### config.mk
export PLATFORM = sky130hd
export DESIGN_NAME = rr_arbiter_8
export DESIGN_NICKNAME = d
export VERILOG_FILES = /design/src/rtl/arb_pkg.sv /design/src/rtl/rr_pick_8.sv /design/src/rtl/rr_arbiter_8.sv
export SDC_FILE = /design/constraint.sdc
export NUM_CORES = 1
export LEC_CHECK = 0
export ABC_CLOCK_PERIOD_IN_PS = 3650
export BUFFER_PORTS_ARGS = -buffer_cell sky130_fd_sc_hd__buf_2
export CAP_MARGIN = 20
export CORE_MARGIN = 3
export CORE_UTILIZATION = 49
export DETAILED_ROUTE_END_ITERATION = 10
export PLACE_DENSITY = 0.72
export SKIP_CTS_REPAIR_TIMING = 1
export SYNTH_ARGS = -nofsm -noshare
export SYNTH_HDL_FRONTEND = slang
export SYNTH_SLANG_ARGS = --single-unit
### constraint.sdc
create_clock -name clk -period 3.65 [get_ports clk]
set_input_delay 0.9125 -clock clk [delete_from_list [all_inputs] [get_ports clk]]
set_output_delay 0.9125 -clock clk [all_outputs]
set_load 0.02 [all_outputs]
### src/rtl/arb_pkg.sv
// Shared types and sizes for the 8-way round-robin arbiter.
package arb_pkg;

    localparam int unsigned ARB_N     = 8;
    localparam int unsigned ARB_IDX_W = 3;

    // Arbiter FSM: IDLE arbitrates, BUSY holds the current owner.
    typedef enum logic {
        IDLE = 1'b0,
        BUSY = 1'b1
    } arb_state_t;

endpackage : arb_pkg

### src/rtl/rr_pick_8.sv
// Combinational round-robin pick: first set bit of req scanning ptr+1, ptr+2, ... mod 8.
// Ports:
//   req      in   8  request vector
//   ptr      in   3  last owner; the scan starts just after it
//   pick_oh  out  8  one-hot winner (zero when req is zero)
//   pick_idx out  3  index of the winner (zero when req is zero)
//   pick_any out  1  at least one request is set
module rr_pick_8
    import arb_pkg::*;
(
    input  logic [ARB_N-1:0]     req,
    input  logic [ARB_IDX_W-1:0] ptr,
    output logic [ARB_N-1:0]     pick_oh,
    output logic [ARB_IDX_W-1:0] pick_idx,
    output logic                 pick_any
);

    logic [2*ARB_N-1:0]   req_dbl;
    logic [ARB_IDX_W:0]   shamt;
    logic [ARB_N-1:0]     req_rot;
    logic [ARB_IDX_W-1:0] off;

    // Rotate so that requester ptr+1 lands on bit 0, scan for the lowest
    // set bit, then add the rotation back to recover the absolute index.
    always_comb begin
        req_dbl  = {req, req};
        shamt    = {1'b0, ptr} + (ARB_IDX_W+1)'(1);
        req_rot  = ARB_N'(req_dbl >> shamt);
        off      = '0;
        pick_any = |req;
        for (int i = ARB_N - 1; i >= 0; i--) begin
            if (req_rot[i]) begin
                off = ARB_IDX_W'(i);
            end
        end
        pick_idx = pick_any ? ptr + ARB_IDX_W'(1) + off : '0;
        pick_oh  = pick_any ? (ARB_N'(1) << pick_idx) : '0;
    end

endmodule : rr_pick_8

### src/rtl/rr_arbiter_8.sv
// Round-robin arbiter sharing one resource among 8 requesters, with a hold limit.
// Ports:
//   clk        in   1  clock, rising edge
//   rst        in   1  synchronous reset, active-high
//   en         in   1  arbitration enable (does not cut an active grant)
//   req        in   8  request vector
//   rel        in   8  release pulse, honoured only for the current owner
//   grant_oh   out  8  registered one-hot grant
//   grant_idx  out  3  registered index of grant_oh (0 when idle)
//   grant_vld  out  1  a grant is held
//   preempt    out  1  one-cycle pulse after a hold-limit eviction
//   none_req   out  1  req was all-zero at the previous edge
module rr_arbiter_8
    import arb_pkg::*;
#(
    parameter int unsigned MAX_HOLD = 16,
    parameter int unsigned HOLD_W   = 5
) (
    input  logic                 clk,
    input  logic                 rst,
    input  logic                 en,
    input  logic [ARB_N-1:0]     req,
    input  logic [ARB_N-1:0]     rel,
    output logic [ARB_N-1:0]     grant_oh,
    output logic [ARB_IDX_W-1:0] grant_idx,
    output logic                 grant_vld,
    output logic                 preempt,
    output logic                 none_req
);

    arb_state_t           state;
    logic [ARB_IDX_W-1:0] ptr;
    logic [HOLD_W-1:0]    hold_cnt;

    logic [ARB_N-1:0]     pick_oh;
    logic [ARB_IDX_W-1:0] pick_idx;
    logic                 pick_any;

    logic                 rel_hit;
    logic                 req_drop;
    logic                 hold_max;

    rr_pick_8 u_pick (
        .req      (req),
        .ptr      (ptr),
        .pick_oh  (pick_oh),
        .pick_idx (pick_idx),
        .pick_any (pick_any)
    );

    // Exit conditions for the current owner; grant_idx is 0 when idle, and
    // these are only consulted in BUSY.
    always_comb begin
        rel_hit  = rel[grant_idx];
        req_drop = ~req[grant_idx];
        hold_max = (hold_cnt == HOLD_W'(MAX_HOLD - 1));
    end

    // FSM, pointer, hold counter and output registers.
    always_ff @(posedge clk) begin
        if (rst) begin
            state     <= IDLE;
            ptr       <= ARB_IDX_W'(ARB_N - 1);
            hold_cnt  <= '0;
            grant_oh  <= '0;
            grant_idx <= '0;
            grant_vld <= 1'b0;
            preempt   <= 1'b0;
            none_req  <= 1'b1;
        end else begin
            none_req <= ~|req;
            preempt  <= 1'b0;
            case (state)
                IDLE: begin
                    if (en && pick_any) begin
                        state     <= BUSY;
                        grant_oh  <= pick_oh;
                        grant_idx <= pick_idx;
                        grant_vld <= 1'b1;
                        hold_cnt  <= '0;
                    end
                end
                BUSY: begin
                    if (rel_hit || req_drop || hold_max) begin
                        state     <= IDLE;
                        ptr       <= grant_idx;
                        grant_oh  <= '0;
                        grant_idx <= '0;
                        grant_vld <= 1'b0;
                        // Flag only evictions caused purely by the hold limit.
                        preempt   <= hold_max & ~rel_hit & ~req_drop;
                    end else begin
                        hold_cnt <= hold_cnt + HOLD_W'(1);
                    end
                end
                default: state <= IDLE;
            endcase
        end
    end

endmodule : rr_arbiter_8

==> Word level (Yosys, flattened, before mapping) <==
Index checks and enable logic that the tools add are counted.
W data, S select, Z words.
{ "classes": {"bitwise": 6, "muxes": 29, "magnitude_cmp": 1, "n_eq_ne": 4, "n_reduce_logical": 9, "shift": 2, "addsub": 4} }
{ "ops": {"columns": ["cell", "count"], "rows": [
  ["$mux W3", 11],
  ["$mux W8", 3],
  ["$pmux W8 S2", 1],
  ["$shr A16 B4 Y8", 1],
  ["$mux W5", 2],
  ["$pmux W5 S2", 1],
  ["$reduce_or A8 Y1", 1],
  ["$shl A1 B3 Y8 const A", 1],
  ["$bmux W1 S3", 2],
  ["$mux W1", 6],
  ["$pmux W3 S2", 1],
  ["$reduce_and A2 Y1", 3],
  ["$add A5 B1 Y5 const B", 1],
  ["$eq A5 B4 Y1 const B", 1],
  ["$add A3 B1 Y4 const B", 1],
  ["$lt A3 B4 Y1 const B", 1],
  ["$ne A2 B2 Y1 const B", 2],
  ["$not A1 Y1", 4],
  ["$pmux W1 S2", 2],
  ["$add A3 B1 Y3 const B", 1],
  ["$add A3 B3 Y3", 1],
  ["$reduce_or A3 Y1", 1],
  ["$and A1 B1 Y1", 2],
  ["$logic_or A1 B1 Y1", 2],
  ["3 further kinds", 3]
]} }
{ "totals": {"register_bits": 23, "input_bits": 19, "elab_cells": 63} }

==> Logic depth before layout (Yosys ltp) <==
Gate-level depths: netlist of run 1.
{ "logic_depth": {"word_depth": 16, "depth_mapped": 16, "mapped_depth_nobuf": 13} }

==> Hierarchy <==
A second synthesis of run 1 with hierarchy kept.
{ "unflattened": {"cells_unflattened": 255, "hier_area_um2": 2030.7} }
{ "modules_own_cells": {"columns": ["module", "area_each_um2", "cells_per_inst", "n_inst", "seq_area_each_um2"], "rows": [
  ["rr_arbiter_8", 1051.0, 124, 1, 460.4],
  ["rr_pick_8", 979.7, 131, 1, 0.0]
]} }

==> Worst setup path before layout of run 1 <==
No wires, ideal clock.
{ "synth_path": {"path_kind": "input to register", "from": "input req[1]", "to": "register grant_oh[4]", "path_slack_ps": 176, "t_arrival_ps": 3357, "setup_time_ps": 117, "required_ps": 3533, "stages": 12, "path_buffers": 1, "path_cell_list": "clkbuf_1 > a21oi_1 > mux4_2 > o21ai_0 > a221oi_1 > a31oi_1 > ha_1 > inv_1 > fa_1 > xnor2_1 > xnor2_1 > a32o_1"} }
{ "synth_via": {"elab_chain_len": 15, "word_cells_on_any_way": 25} }
{ "synth_rtl": {"columns": ["item", "line", "rtl"], "rows": [
  ["start, declared", "rr_arbiter_8.sv:22", "input logic [ARB_N-1:0] req,"],
  ["$shr A16 B4 Y8", "rr_pick_8.sv:28", "req_rot = ARB_N'(req_dbl >> shamt);"],
  ["$mux W3 (8 in series)", "rr_pick_8.sv:32", "if (req_rot[i]) begin"],
  ["$add A3 B3 Y3", "rr_pick_8.sv:36", "pick_idx = pick_any ? ptr + ARB_IDX_W'(1) + off : '0;"],
  ["$mux W3", "rr_pick_8.sv:36", null],
  ["$shl A1 B3 Y8", "rr_pick_8.sv:37", "pick_oh = pick_any ? (ARB_N'(1) << pick_idx) : '0;"],
  ["$mux W8", "rr_pick_8.sv:37", null],
  ["$mux W8", "rr_arbiter_8.sv:75", "if (en && pick_any) begin"],
  ["$pmux W8 S2", "rr_arbiter_8.sv:73", "case (state)"],
  ["end signal, assigned", "rr_arbiter_8.sv:77", "grant_oh <= pick_oh;"],
  ["end, declared", "rr_arbiter_8.sv:24", "output logic [ARB_N-1:0] grant_oh,"]
]} }
Several ways; a longest one is shown, not always the timed one. The select of a mux whose other input is x is not followed.
A chain may end at the register's enable or synchronous reset.

==> Final worst setup path of run 1 <==
{ "layout_path": {"from": "input req[0]", "to": "register grant_oh[3]"} }
Same word-level chain as after synthesis.

==> results of run 1 <==
## worst max-delay path: cells and delay by family
| family | cells | cell delay, ns |
|---|---|---|
| xor+xnor | 2 | 0.69 |
| fa+ha+maj | 2 | 0.54 |
| compound gates | 5 | 0.83 |
| buf+inv | 3 | 0.20 |
| mux | 1 | 0.47 |
## layout make-up
cell class / count / area (sq um) / area share (%)
timing repair buffer: 39 / 213 / 11.6
sequential: 23 / 462 / 25.2
tap: 44 / 55.1 / 3.01
multi-input combinational: 146 / 1030 / 56.5
clock buffer: 4 / 26.3 / 1.43
inverter: 11 / 41.3 / 2.25
## through the flow
step	instance area (sq um)	util, %	hold slack [ns]
2_1_floorplan	1620	-	0.448
4_1_cts	1820	58.8	0.490
5_1_grt	1830	59.0	0.509
3_3_place_gp	1800	57.9	0.449
6_report	1830	59.0	0.484
3_5_place_dp	1800	57.9	0.461
## path summary, 6_finish.rpt
path               startpoint          end  depth (start not counted)
hold / removal    hold_cnt[4]  hold_cnt[4]                          2
hold reg to reg   hold_cnt[4]  hold_cnt[4]                          2
setup / recovery       req[0]  grant_oh[3]                         13
setup reg to reg       ptr[0]  grant_oh[3]                         11
## state kept, by name, summed over array words and instances (netlist names)
register and count:
hold_cnt 5, none_req 1, grant_vld 1, state 1, grant_oh 8, grant_idx 3
ptr 3, preempt 1
## power by group
group / switching, mW / internal [mW] / total (mW)
clock: 0.0723 / 0.0427 / 0.115
sequential: 0.0346 / 0.273 / 0.308
combinational: 0.155 / 0.116 / 0.271
total: 0.262 / 0.432 / 0.694
## synthesized netlist by cell type (2+ instances only)
library cell   n  area share [%]
dfxtp_1       23              28
nor3_1        18             5.6
a21oi_1       11             3.4
inv_1         11             2.5
nor4_1        11             4.2
buf_2          8             2.5
nor3b_1        8             3.7
clkbuf_1       7             1.6
nor2_1         7             1.6
nand2_1        6             1.4
nor2b_1        6             2.3
a22o_1         5             2.7
a31oi_1        5             1.9
and2_1         5             1.9
nand2b_1       5             1.9
o21ai_0        5             1.5
nand3_1        4             1.2
a211o_1        3             1.6
a32o_1         3             1.9
ha_1           3             2.3
mux2i_1        3             1.9
nor3_2         3             1.9
or4_1          3             1.4
mux4_2         2             2.8
nand3b_1       2            0.92
nand4b_1       2             1.1
nor4b_1        2             1.1
o211a_1        2             1.2
or2_2          2            0.77
or3_1          2            0.77
or3b_1         2             1.1
xnor2_1        2             1.1
## per-layer routing
metal / global-route usage [%] / routed length [um] / vias to the layer above
li1: - / - / 787
met1: 30.9 / 1930 / 745
met2: 32.6 / 1820 / 59
met3: 4.99 / 218 / 6
met4: 7.28 / 40 / 0
met5: 0 / 0 / -
## kinds of logic after synthesis
| logic type | count (synthesis) |
|---|---|
| compound gates | 43 |
| xor+xnor | 3 |
| buf+inv | 28 |
| simple gates | 91 |
| flops | 23 |
| mux | 5 |
| fa+ha+maj | 4 |
==> results.yml, run 1 <==
grt:
  grt-ovfl-total: 0
  grt_pass1_wl_mm: 7.20
  globalRouteTotalUtil_pct: 21.9
  grt_max_degree: 29
  antenna_found_initial: 0
  grt_pass1_vias: 1572
clock_tree:
  htree_levels: 1
  tritoncts.num_buffers: 3
  cts.sinks: 23
  tritoncts: "built"
  worst_skew_pair.late_latency_ns: 0.31
  cts.path.max_buffers: 2
  clk_pin_slew_ns: 0.12
  clock-root-buffer: "clkbuf_4"
setup_path:
  crit_path_frequent_cell: "inv_1"
  critPathMaxStageDelay_ns: 0.47
  crit_fanout: 4
  cpMaxStageDelayCell: "mux4_2"
  crit_arrival_ns: 3.64
  path_cells: "buf_2 -> inv_1 -> o21a_1 -> mux4_2 -> o21ai_0 -> a221oi_1 -> a31oi_1 -> ha_1 -> inv_1 -> fa_1 -> xnor2_1 -> xor2_1 -> a22o_1"
  worstSetupEndpointType: "flop"
  rrSetupSlack_ns: 0.37
  crit_type: "in -> reg"
  cp-start-kind: "input port"
  required_ns: 3.91
route:
  viasPerCell: 5.98
  route.vias.total: 1597
  drtPass1Iterations: 4
  routed_wl_mm: 4.01
  post-route-drc-count: 0
  postRouteAntennaNets: 0
  post_drt_wl_per_cell_um: 15.0
  drt-initial-drc-count: 155
synth:
  synth_mux_area_share_pct: 4.63
  synth_xor_area_share_pct: 1.62
  synth_compound_area_share_pct: 19.2
  synth_edf_count: 0
  synth.avg_cell_area_sq_um: 8.24
  seq_area_frac_synth_pct: 28.4
  yosysWarnings: 0
  ys.flop_type: "dfxtp_1"
  synthArstFlopShare_pct: 0
  yosys.area_share.simple_pct: 34.4
  synth_area_sq_um: 1620
  ys_ff_latch: 23
  synthCells: 197
  synthesis.nets: 220
  synth_cell_type_count: 48
  synth_top_family_by_area: "simple AND/OR/NAND/NOR gates"
  synthAdderAreaFrac_pct: 3.55
timing:
  finalSetupViolCount: 0
  tightest_slew_ns: 0.536
  fin_crit_sh_pct: 92.6
  fin_crit_ns: 3.38
  clock_skew_ns: 0.00598
  slew-limit-headroom_pct: 64.2
  setup_slack_ns: 0.271
  setup_tns_ns: 0
  rsz0062_at_grt: "false"
  finalHoldViolCount: 0
  slew_violations: 0
  timing.fmax_ghz: 0.296
placement:
  gp_congestion: 0.923
  place_ws_ns: -0.0495
  dp_hpwl_mm: 2.95
  place_inst: 263
  numPortBuffers: 32
pwr:
  total_power_uw: 694
  vdd_drop_max_v: 0.000221
  p_leak_nw: 0.756
  p_per_area_nw_per_um2: 379
die:
  die_area_sq_um: 4040
  die_y_um: 63.6
  core_area_sq_um: 3100
  die_w_um: 63.6
  start_util_pct: 52.3
  rows: 20
  ioPinCount: 33
finish:
  final_layout_size_suffix_gt1_share_pct: 23.3
  final_cell_mix: "32 x buf_2, 22 x dfxtp_1, 18 x nor3_1"
  layout.cells.non_filler: 267
  finalNetCount: 247
  areaGrowthSynthToFinish_pct: 12.9
  n_fill_cell: 292
  antenna_cells: 0
  final_common_cell: "buf_2"
worst_hold_path:
  worst_hold_path_type: "reg -> reg"
run:
  cap_violations: 0
run_status:
  status: "finished, final reports clean"
Power figures use the tool's default switching activity.
==> inputs of run 2 (changes only) <==
--- a/config.mk
+++ b/config.mk
@@ -9,9 +9,10 @@
 export BUFFER_PORTS_ARGS = -buffer_cell sky130_fd_sc_hd__buf_2
 export CAP_MARGIN = 20
 export CORE_MARGIN = 3
-export CORE_UTILIZATION = 49
+export CORE_UTILIZATION = 50
+export CTS_BUF_LIST = sky130_fd_sc_hd__clkbuf_4 sky130_fd_sc_hd__clkbuf_8
 export DETAILED_ROUTE_END_ITERATION = 10
-export PLACE_DENSITY = 0.72
+export PLACE_DENSITY = 0.74
 export SKIP_CTS_REPAIR_TIMING = 1
 export SYNTH_ARGS = -nofsm -noshare
 export SYNTH_HDL_FRONTEND = slang
==> results.yml, run 2 (synthesis gave the netlist of run 1 again) <==
run_status:
  status: "finished, final reports clean"
grt:
  globalRouteTotalUtil_pct: 19.7
  grt_pass1_vias: 1440
  grt_max_degree: 24
  antenna_found_initial: 0
  grt-ovfl-total: 0
  grt_pass1_wl_mm: 6.44
finish:
  largest_register_ffs: 8
  final_core_util_pct: 61.8
  n_fill_cell: 298
  final_common_cell: "buf_2"
  regMostFlops: "grant_oh"
  final_cell_mix: "32 x buf_2, 22 x dfxtp_1, 18 x nor3_1"
  final_layout_size_suffix_gt1_share_pct: 26.0
  layout.cells.non_filler: 275
  finalNetCount: 255
  antenna_cells: 0
  reg_top3: "grant_oh x8, hold_cnt x5"
  areaGrowthSynthToFinish_pct: 17.2
route:
  route.vias.total: 1602
  routed_wl_mm: 3.70
  postRouteAntennaNets: 0
  drt-initial-drc-count: 79
  viasPerCell: 5.83
  drtPass1Iterations: 4
  post-route-drc-count: 0
  post_drt_wl_per_cell_um: 13.4
clock_tree:
  worst_skew_pair.late_latency_ns: 0.31
  clock-root-buffer: "clkbuf_4"
  cts.sinks: 23
  clk_pin_slew_ns: 0.11
  htree_levels: 1
  tritoncts: "built"
  cts.path.max_buffers: 2
  tritoncts.num_buffers: 3
die:
  die_w_um: 63.0
  die_area_sq_um: 3970
  core_area_sq_um: 3080
  start_util_pct: 52.7
  rows: 20
  ioPinCount: 33
  die_y_um: 63.0
setup_path:
  crit_arrival_ns: 3.62
  reg2regPathDepth: 8
  cp-start-kind: "input port"
  crit_fanout: 4
  worstSetupEndpointType: "flop"
  rrSetupSlack_ns: 0.50
  crit_type: "in -> reg"
  required_ns: 3.91
timing:
  setup_tns_ns: 0
  clock_skew_ns: 0.00179
  tightest_slew_ns: 0.512
  setup_slack_ns: 0.295
  timing.fmax_ghz: 0.298
  fin_crit_sh_pct: 91.9
  slew_violations: 0
  rsz0062_at_grt: "false"
  whs_ns: 0.479
  fin_crit_ns: 3.35
  finalSetupViolCount: 0
  finalHoldViolCount: 0
  slew-limit-headroom_pct: 65.8
pwr:
  p_leak_nw: 0.799
  p_per_area_nw_per_um2: 374
  vdd_drop_max_v: 0.000247
placement:
  gp_congestion: 0.884
  place_inst: 271
  place_ws_ns: 0.00425
  numPortBuffers: 32
  dp_hpwl_mm: 2.79
worst_hold_path:
  worst_hold_path_type: "reg -> reg"
  holdPathStages: 2
run:
  cap_violations: 0
## run 2: power by group
group	switching, mW	leakage, nW	internal, mW
logic	0.158	0.594	0.133
clock network	0.0702	0.0184	0.0502
registers	0.0281	0.187	0.273
total	0.256	0.799	0.456
## run 2: per-stage QoR
stage | cell area, sq um | power [mW]
4_1_cts | 1900 | 0.714
6_report | 1900 | 0.712
5_1_grt | 1900 | 0.766
3_5_place_dp | 1870 | 0.595
2_1_floorplan | 1620 | 0.512
3_3_place_gp | 1870 | 0.593
## run 2: per-layer routing
metal	vias up	wire (um)	GRT usage, %
met4	0	10	2.75
met5	-	0	0
met1	741	1770	26.4
li1	806	-	-
met2	53	1690	32.4
met3	2	227	4.86
## run 2: final cells by class
type / count / area, sq um / share of cell area [%]
Clock buffer: 4 / 30.0 / 1.58
Multi-Input combinational cell: 146 / 1030 / 54.1
Timing Repair Buffer: 47 / 285 / 15.0
Tap cell: 44 / 55.1 / 2.89
Sequential cell: 23 / 462 / 24.3
Inverter: 11 / 41.3 / 2.17
## run 2: path summary, 6_finish.rpt
kind,startpoint,endpoint
worst max-delay path,req[0],grant_idx[2]
worst min-delay path,hold_cnt[4],hold_cnt[4]
worst max register to register,ptr[1],grant_oh[4]
worst min register to register,hold_cnt[4],hold_cnt[4]
## run 2: worst max-delay path, cell delays in order
cell and delay, ns:
buf_2 0.09, inv_1 0.07, o21a_1 0.18, mux4_2 0.48
o21ai_0 0.18, a221oi_1 0.11, a31oi_1 0.16, ha_1 0.17
inv_1 0.05, fa_1 0.37, xnor2_1 0.20, buf_4 0.18
or4_1 0.40, nand3_1 0.09
==> inputs of run 3 (changes only) <==
--- a/config.mk
+++ b/config.mk
@@ -5,6 +5,7 @@
 export SDC_FILE = /design/constraint.sdc
 export NUM_CORES = 1
 export LEC_CHECK = 0
+export ABC_AREA = 1
 export ABC_CLOCK_PERIOD_IN_PS = 3650
 export BUFFER_PORTS_ARGS = -buffer_cell sky130_fd_sc_hd__buf_2
 export CAP_MARGIN = 20
==> results.yml, run 3 <==
run_status:
  status: "finished, final reports clean"
finish:
  largest_register_ffs: 8
  areaGrowthSynthToFinish_pct: 12.3
  regMostFlops: "grant_oh"
  final_core_util_pct: 62.1
  finalNetCount: 296
  final_cell_mix: "66 x nand2_1, 40 x nand3_1, 32 x buf_2"
  final_common_cell: "nand2_1"
  antenna_cells: 0
  final_layout_size_suffix_gt1_share_pct: 26.8
  reg_top3: "grant_oh x8, hold_cnt x5"
pwr:
  total_power_uw: 788
  p_leak_nw: 0.871
  vdd_drop_max_v: 0.000302
  p_per_area_nw_per_um2: 438
timing:
  fin_crit_ns: 2.95
  slew_violations: 0
  timing.fmax_ghz: 0.339
  slew-limit-headroom_pct: 65.0
  fin_crit_sh_pct: 80.7
  rsz0062_at_grt: "false"
  setup_tns_ns: 0
  tightest_slew_ns: 0.525
  finalHoldViolCount: 0
  clock_skew_ns: 0.00791
  finalSetupViolCount: 0
synth:
  synth_top_area_cell: "dfxtp_1"
  yosys-top-cells-area: "dfxtp_1 29%, nand2_1 15%, nand3_1 12%"
  synthCells: 242
  synth_edf_count: 0
  yosys-top-cells-count: "66 x nand2_1, 40 x nand3_1, 23 x dfxtp_1"
  synth_top_cell_area_share_pct: 28.7
  seq_area_frac_synth_pct: 28.7
  synth_area_sq_um: 1600
  ys_ff_latch: 23
  ys.flop_type: "dfxtp_1"
  synth.most_common_cell: "nand2_1"
  synth.avg_cell_area_sq_um: 6.62
  synthesis.nets: 265
  synthArstFlopShare_pct: 0
  synth_cell_type_count: 31
  yosysWarnings: 0
clock_tree:
  tritoncts.num_buffers: 3
  cts.sinks: 23
  htree_levels: 1
  tritoncts: "built"
  clock-root-buffer: "clkbuf_4"
  worst_skew_pair.late_latency_ns: 0.31
  clk_pin_slew_ns: 0.12
  cts.path.max_buffers: 2
setup_path:
  reg2regPathDepth: 17
  required_ns: 3.90
  crit_arrival_ns: 3.20
  cp-start-kind: "flop"
  crit_fanout: 11
  r2r-start: "ptr[1]"
  rrSetupSlack_ns: 0.70
  worstSetupEndpointType: "flop"
  r2r_end: "grant_oh[4]"
  startpoint: "ptr[1]"
  crit_type: "reg -> reg"
route:
  postRouteAntennaNets: 0
  routed_wl_mm: 3.61
  route.vias.total: 1603
  drtPass1Iterations: 5
  post-route-drc-count: 0
  post_drt_wl_per_cell_um: 11.5
  viasPerCell: 5.11
  drt-initial-drc-count: 121
worst_hold_path:
  worstHoldStart: "hold_cnt[4]"
  worst_hold_path_type: "reg -> reg"
  whs_endpoint: "hold_cnt[4]"
  holdPathStages: 2
die:
  die_y_um: 62.6
  ioPinCount: 33
  rows: 19
  core_area_sq_um: 2900
  die_w_um: 62.6
  die_area_sq_um: 3920
  start_util_pct: 55.3
run:
  cap_violations: 0
grt:
  globalRouteTotalUtil_pct: 19.6
  grt_max_degree: 21
  grt_pass1_wl_mm: 6.44
  grt_pass1_vias: 1457
  grt-ovfl-total: 0
  antenna_found_initial: 0
placement:
  gp_congestion: 0.865
  dp_hpwl_mm: 2.85
  numPortBuffers: 32
run 3: layer usage:
layer	part of all wire (%)	vias up	routed length, um	global-route usage (%)
met5	0	-	0	0
met4	0.53	0	19	2.48
met3	4.8	4	173	3.24
met2	45	42	1610	32.4
met1	50	706	1810	27.3
li1	-	851	-	-
run 3: layout make-up:
class	count	area, sq um
flip-flops and latches	23	460
inverters	27	106
clock buffers	4	30.0
fillers	286	1100
well taps	42	52.6
repair buffers	32	160
multi-input cells	186	991
run 3: cells by family after synthesis:
logic type | after synthesis | synth area share (%)
fa+ha+maj | 4 | 3.59
flops | 23 | 28.7
compound gates | 26 | 9.60
simple gates | 154 | 47.5
xor+xnor | 2 | 1.09
buf+inv | 33 | 9.45
run 3: worst max-delay path by stage:
stage                       end  cells after the start  slack, ns
finish              grant_oh[4]                     17       0.70
global route        grant_oh[0]                     17       0.34
CTS                 grant_oh[4]                     17       0.74
detailed placement  grant_oh[4]                     18       0.48
global placement    grant_oh[4]                     18       0.46
floorplan           grant_oh[3]                     18       0.82
run 3: power by group:
group          leakage [nW]  internal, mW  switching (mW)
logic                 0.665         0.127           0.230
clock network        0.0184        0.0501          0.0720
registers             0.187         0.275          0.0329
run 3: worst max-delay path: stages, from the launching register on:
cell	delay, ns
dfxtp_1	0.67
inv_2	0.19
nand3_1	0.16
nand3_1	0.07
nand2_1	0.12
a31oi_1	0.08
o21ai_0	0.14
nand2_1	0.07
nand2_1	0.05
nand2_1	0.05
ha_1	0.17
inv_1	0.06
fa_1	0.47
o21ai_0	0.17
nand2_1	0.07
nor2_1	0.14
nand3_1	0.10
a21oi_1	0.12
run 3: through the flow:
stage	cell area (sq um)	hold WS, ns	std cells	setup slack [ns]
after floorplan	1600	0.440	242	0.825
after global placement	1770	0.450	310	0.458
after detailed placement	1770	0.453	310	0.480
after CTS	1800	0.472	314	0.744
after global routing	1800	0.491	314	0.337
final	1800	0.467	314	0.704
